$ cat config.mk
export PLATFORM = sky130hd
export DESIGN_NAME = fifo_wr_arbiter
export DESIGN_NICKNAME = d
export VERILOG_FILES = /design/src/rtl/fifo_pkg.sv /design/src/rtl/fifo_wr_arbiter_rr_pick.sv /design/src/rtl/fifo_wr_arbiter.sv
export SDC_FILE = /design/constraint.sdc
export NUM_CORES = 1
export LEC_CHECK = 0
export CAP_MARGIN = 20
export CORE_MARGIN = 1
export CORE_UTILIZATION = 47
export CTS_CLUSTER_DIAMETER = 150
export DETAILED_ROUTE_END_ITERATION = 6
export GPL_ROUTABILITY_DRIVEN = 1
export PLACE_DENSITY = 0.8
export REMOVE_ABC_BUFFERS = 1
export SKIP_CTS_REPAIR_TIMING = 1
export SLEW_MARGIN = 0
export SYNTH_ARGS = -nofsm -noshare
export SYNTH_HDL_FRONTEND = slang
export SYNTH_SLANG_ARGS = --single-unit
$ cat constraint.sdc
create_clock -name wclk -period 5.2 [get_ports wclk]
set_clock_uncertainty 0.05 [all_clocks]
set_input_delay 1.04 -clock wclk [delete_from_list [all_inputs] [get_ports wclk]]
set_output_delay 1.04 -clock wclk [all_outputs]
set_load 0.02 [all_outputs]
$ cat src/rtl/fifo_pkg.sv
// fifo_pkg: shared arbiter state type, burst-counter width helper and Gray/binary conversions for the async FIFO.
package fifo_pkg;
  typedef enum logic [0:0] {ARB, LOCKED} arb_state_e;
  localparam int GW = 16;
  function automatic int bcnt_width(input int maxburst);
    return $clog2(maxburst + 1);
  endfunction
  // Conversions run at a fixed 16-bit width; callers size the result with a cast.
  function automatic logic [GW-1:0] bin2gray(input logic [GW-1:0] b);
    return b ^ (b >> 1);
  endfunction
  function automatic logic [GW-1:0] gray2bin(input logic [GW-1:0] g);
    logic [GW-1:0] b;
    b[GW-1] = g[GW-1];
    for (int i = GW-2; i >= 0; i--) b[i] = b[i+1] ^ g[i];
    return b;
  endfunction
endpackage

$ cat src/rtl/fifo_wr_arbiter_rr_pick.sv
// rr_pick: combinational round-robin selector; the first asserted req at or above ptr (mod N) wins.
module rr_pick #(
  parameter int N  = 4,
  parameter int IW = $clog2(N)
) (
  input  logic [N-1:0]  req,
  input  logic [IW-1:0] ptr,
  output logic [N-1:0]  gnt,
  output logic [IW-1:0] idx
);
  always_comb begin
    gnt = '0;
    idx = '0;
    for (int k = N-1; k >= 0; k--)
      if (req[(int'(ptr) + k) % N]) begin
        idx = IW'((int'(ptr) + k) % N);
        gnt = N'(1) << idx;
      end
  end
endmodule

$ cat src/rtl/fifo_wr_arbiter.sv
// fifo_wr_arbiter: round-robin write-port arbiter with bounded burst lock, write pointer and full flag.
// Optional registered almost-full output wafull when FIFO_WR_AFULL_EN is defined.
module fifo_wr_arbiter
  import fifo_pkg::*;
#(
  parameter int NREQ      = 4,
  parameter int ADDRSIZE  = 6,
  parameter int DSIZE     = 8,
  parameter int MAXBURST  = 8,
  parameter int AFULL_LVL = 4
) (
  input  logic                  wclk,
  input  logic                  wrst_n,
  input  logic [NREQ-1:0]       req,
  input  logic [NREQ-1:0]       lock,
  input  logic [NREQ*DSIZE-1:0] wdata_in,
  input  logic [ADDRSIZE:0]     wq2_rptr,
  output logic [NREQ-1:0]       grant,
  output logic                  wen,
  output logic [ADDRSIZE-1:0]   waddr,
  output logic [DSIZE-1:0]      wdata,
  output logic [ADDRSIZE:0]     wptr,
  output logic                  wfull
`ifdef FIFO_WR_AFULL_EN
  ,
  output logic                  wafull
`endif
);
  localparam int IW = $clog2(NREQ);
  localparam int PW = ADDRSIZE + 1;
  localparam int BW = bcnt_width(MAXBURST);
  arb_state_e state_q, state_d;
  logic [IW-1:0] owner_q, owner_d, rr_q, rr_d, pick_idx;
  logic [BW-1:0] bcnt_q, bcnt_d;
  logic [PW-1:0] wbin_q, wbin_d, wptr_q, wptr_d;
  logic          wfull_q, wfull_d, ready_q;
  logic [NREQ-1:0] elig, pick_gnt;
  function automatic logic [IW-1:0] nxt(input logic [IW-1:0] i);
    return (int'(i) == NREQ-1) ? '0 : i + 1'b1;
  endfunction
  // In LOCKED only the owner is eligible, and only while it still holds lock.
  assign elig = (state_q == LOCKED) ? (req & lock & (NREQ'(1) << owner_q)) : req;
  rr_pick #(.N(NREQ), .IW(IW)) u_pick (
    .req (elig),
    .ptr (rr_q),
    .gnt (pick_gnt),
    .idx (pick_idx)
  );
  always_comb begin
    grant   = (ready_q && !wfull_q) ? pick_gnt : '0;
    wen     = |grant;
    waddr   = wbin_q[ADDRSIZE-1:0];
    wdata   = wdata_in[int'(pick_idx)*DSIZE +: DSIZE];
    wbin_d  = wbin_q + PW'(wen);
    wptr_d  = PW'(bin2gray(GW'(wbin_d)));
    wfull_d = wptr_d == {~wq2_rptr[ADDRSIZE:ADDRSIZE-1], wq2_rptr[ADDRSIZE-2:0]};
    wptr    = wptr_q;
    wfull   = wfull_q;
  end
  always_comb begin
    state_d = state_q;
    owner_d = owner_q;
    bcnt_d  = bcnt_q;
    rr_d    = rr_q;
    if (state_q == ARB) begin
      if (wen && lock[pick_idx] && MAXBURST > 1) begin
        state_d = LOCKED;
        owner_d = pick_idx;
        bcnt_d  = BW'(1);
      end else if (wen) rr_d = nxt(pick_idx);
    end else if (!wfull_q) begin
      // No owner transfer while not full means req or lock dropped.
      bcnt_d = bcnt_q + BW'(wen);
      if (!wen || bcnt_d == BW'(MAXBURST)) begin
        state_d = ARB;
        rr_d    = nxt(owner_q);
        bcnt_d  = '0;
      end
    end
  end
  always_ff @(posedge wclk or negedge wrst_n)
    if (!wrst_n) begin
      state_q <= ARB;
      owner_q <= '0;
      bcnt_q  <= '0;
      rr_q    <= '0;
      wbin_q  <= '0;
      wptr_q  <= '0;
      wfull_q <= 1'b0;
      ready_q <= 1'b0;
    end else begin
      state_q <= state_d;
      owner_q <= owner_d;
      bcnt_q  <= bcnt_d;
      rr_q    <= rr_d;
      wbin_q  <= wbin_d;
      wptr_q  <= wptr_d;
      wfull_q <= wfull_d;
      ready_q <= 1'b1;
    end
`ifdef FIFO_WR_AFULL_EN
  logic [PW-1:0] used;
  logic [PW:0]   free;
  logic          wafull_q;
  always_comb begin
    used   = wbin_d - PW'(gray2bin(GW'(wq2_rptr)));
    free   = ((PW+1)'(1) << ADDRSIZE) - {1'b0, used};
    wafull = wafull_q;
  end
  always_ff @(posedge wclk or negedge wrst_n)
    if (!wrst_n) wafull_q <= 1'b0;
    else         wafull_q <= free <= (PW+1)'(AFULL_LVL);
`endif
endmodule
==> results by group <==
STA
  – Setup TNS: 0 ns
  – Tcrit/Tclk final: 0.963
  – Final setup violation count: 0
  – RSZ-0062 raised after global routing: false
  – Count of final hold-check violations: 0
  – Slew @ Worst Pin: 0.529 ns
  – Fin crit period: around 5 ns
  – Slew HR: 0.646
  – Final Max Tran Viols: 0
  – Max Fclk: 200 MHz
  – Setup WS post-layout: 0.193 ns

Route
  – Drt initial violations: 112
  – Via density: 5.73
  – Final WL: 6020 um
  – TritonRoute pass-1 iters: 4
  – DRC: 0
  – Routed WL per cell: 15.6 um
  – Total number of vias: approximately 2200
  – Final ANT Viol Nets: 0

Final layout
  – Layout Cells excl Fill: 385
  – Filler cells: 343
  – Sequential cell area: 601 sq um
  – N_diodes: 0
  – Final core occ: 0.716
  – Area Growth Syn to Fin: 42.0%
  – Nets: 397
  – Area of the multi-input gates: 1560 sq um
  – Layout cell share with drive strength beyond 1: 0.114

Placement
  – Port bufs: 75
  – Hpwl dp: 4620 um
  – Pre-CTS setup slack: slightly below 0.1 ns
  – Routability cong.: 0.843
  – Placed cell count: 380

Synth
  – Syn_area_per_cell: just under 9 sq um
  – Yosys warns: 0
  – Synth cell types: 57
  – Post-Synth XOR/XNOR Area: 0.0772
  – EDFF count, synth: 0
  – Synth Register Bits: 24
  – Ranking of synthesized cells by area: dfrtp_1 26%, ha_1 7.7%, mux2i_1 6.6%, xor2_1 4.6%, mux2_2 4.5%
  – Largest family of logic cells by synthesized area: compound AO/OA/AOI/OAI gates
  – Simple-Gate Fraction of Synth Area: 0.173
  – Register area share after synthesis: 0.265
  – Synth Area in Adders: 0.0772
  – Post-synth top area cell: dfrtp_1
  – Mapped cell area: approximately 2300 sq um
  – Fraction of registers with async set/reset: 1.00
  – Mux cell area share after synthesis: 0.116
  – Most used DFF post-synth: dfrtp_1
  – Share of the synthesized area in the top cell type: 0.265
  – Cell count after synthesis: 255
  – Synth Area in Compound Gates: 0.235

Global route
  – Initial antenna violation count: 0
  – Gr ovfl total: 0
  – Largest net degree at the start of global routing: 25
  – First-pass GRT wire length: between 10000 and 15000 um
  – GRT Util Overall: 0.243
  – Number of global-route vias before repair: ~2200

CTS
  – H-tree depth: 1
  – CTS Sinks: 24
  – Max clock buf depth: 2
  – Clk_lat worst skew: 0.27 ns
  – CTS tree: done
  – Worst-path clk slew: 0.09 ns
  – Root buffer cell: clkbuf_8
  – Number of buffers created by CTS: 3

Floorplan
  – Die H: 71.5 um
  – Die X: 71.5 um
  – Core Box Area: 4500 sq um
  – Initial core utilization: 0.504
  – Num ports: 76
  – DIE AREA: 5110 sq um
  – Row count: 24

Setup path
  – Worst setup EP type: primary output
  – Cell Chain, Critical Path: clkdlybuf4s50_1, a21boi_2, o32a_1, a21oi_1, and4b_1, a311oi_1, nand4_2, clkdlybuf4s50_1
  – Crit path max fanout: 9
  – Critical path required time: between 4 and 5 ns
  – Worst path max stage delay: 0.64 ns
  – CP arrival: 3.92 ns
  – Crit start category: primary input
  – Slowest CP cell: clkdlybuf4s50_1
  – Most Frequent Cell on Critical Path: clkdlybuf4s50_1
  – Worst Setup Path Type: primary input to primary output

Run
  – Maxcap violations: 0

Outcome
  – Status: completed

Worst hold path
  – Worst Hold Class: flip-flop to flip-flop
worst paths after layout:
path	from	end	slack [ns]	cells past startpoint
hold / removal	wbin_q[0]$_DFF_PN0_	wbin_q[0]$_DFF_PN0_	0.52	1
hold reg to reg	wbin_q[0]$_DFF_PN0_	wbin_q[0]$_DFF_PN0_	0.52	1
setup reg to reg	rr_q[1]$_DFFE_PN0P_	wfull$_DFF_PN0_	0.69	16
max in group asynchronous	wrst_n	owner_q[0]$_DFFE_PN0P_	3.56	2
min in group asynchronous	wrst_n	wbin_q[4]$_DFF_PN0_	1.06	1
setup / recovery	lock[1]	wen	0.19	8
synth_stat cells (2+ instances only):
| cell type | instances |
|---|---|
| o211ai_1 | 2 |
| o21ai_0 | 3 |
| and2_1 | 3 |
| and3_1 | 2 |
| nor3_1 | 2 |
| nand3_1 | 16 |
| a221oi_1 | 2 |
| o31ai_1 | 2 |
| dfrtp_1 | 24 |
| mux2i_1 | 15 |
| a21oi_1 | 15 |
| mux2_2 | 9 |
| a32o_1 | 2 |
| nand4_1 | 2 |
| buf_2 | 4 |
| a21o_1 | 3 |
| o32ai_1 | 3 |
| nand2_1 | 10 |
| xor2_1 | 12 |
| ha_1 | 14 |
| nor2_1 | 17 |
| nor2b_1 | 6 |
| a311oi_1 | 10 |
| a211oi_1 | 2 |
| and4b_1 | 4 |
| xnor2_1 | 8 |
| nor3b_1 | 2 |
| a22oi_1 | 5 |
| inv_1 | 19 |
| nand2b_1 | 2 |
| a21bo_2 | 3 |
| clkbuf_1 | 7 |
final cells by class:
cell class | count | share of cell area
clock buffer | 3 | 0.0128
tap | 52 | 0.0202
multi-input combinational | 200 | 0.484
clock inverter | 1 | 0.00932
inverter | 19 | 0.0221
timing repair buffer | 86 | 0.265
sequential | 24 | 0.186
state kept, by name (all words and copies together) (netlist names):
signal,count
wbin_q,7
bcnt_q,4
rr_q,2
wptr,6
owner_q,2
wfull,1
state_q,1
ready_q,1
logic make-up (layout without fill, tap and decap cells):
group / after synthesis / in the layout
and+or+nand+nor: 73 / 73
buffers and inverters: 31 / 109
other: 1 / 1
xor gates and xnor gates: 20 / 20
AOI/OAI and AO/OA: 67 / 67
DFF: 24 / 24
adders and majority gates: 14 / 14
muxes: 25 / 25
critical path: cells and delay by family:
kind	cells	cell delay (ns)
buf+inv	2	1.17
compound gates	4	1.17
simple gates	2	0.55
per-stage QoR:
step | hold WS [ns] | cell area (sq um)
finish | 0.516 | 3220
CTS | 0.524 | 3190
global placement | 0.481 | 3120
detailed placement | 0.504 | 3120
floorplan | 0.468 | 2220
global route | 0.573 | 3220
cells in the final DEF, fill, tap and decap left out, types with 3 or more instances in the layout:
| cell type | netlist | routed |
|---|---|---|
| clkdlybuf4s50_1 | 0 | 75 |
| dfrtp_1 | 24 | 24 |
| inv_1 | 19 | 19 |
| nor2_1 | 17 | 17 |
| nand3_1 | 16 | 16 |
| a21oi_1 | 15 | 15 |
| mux2i_1 | 15 | 15 |
| ha_1 | 14 | 14 |
| xor2_1 | 12 | 12 |
| nand2_1 | 10 | 10 |
| mux2_2 | 9 | 9 |
| buf_4 | 1 | 9 |
| a311oi_1 | 10 | 8 |
| xnor2_1 | 8 | 8 |
| nor2b_1 | 6 | 6 |
| a22oi_1 | 5 | 5 |
| and4b_1 | 4 | 4 |
| a21bo_2 | 3 | 3 |
| and2_1 | 3 | 3 |
| o21ai_0 | 3 | 3 |
| o32ai_1 | 3 | 3 |
| a21o_1 | 3 | 3 |
| clkbuf_8 | 0 | 3 |
layer usage:
metal  part of all wire  GRT usage  routed length (um)
met5                  0          0                   0
met4             0.0063     0.0479                  38
met3              0.032     0.0239                 195
met2               0.53      0.440                3160
met1               0.44      0.316                2620
Power is left out: the tool's default activity adds up to more than one toggle a clock period on the data nets, which glitch-free logic cannot reach.
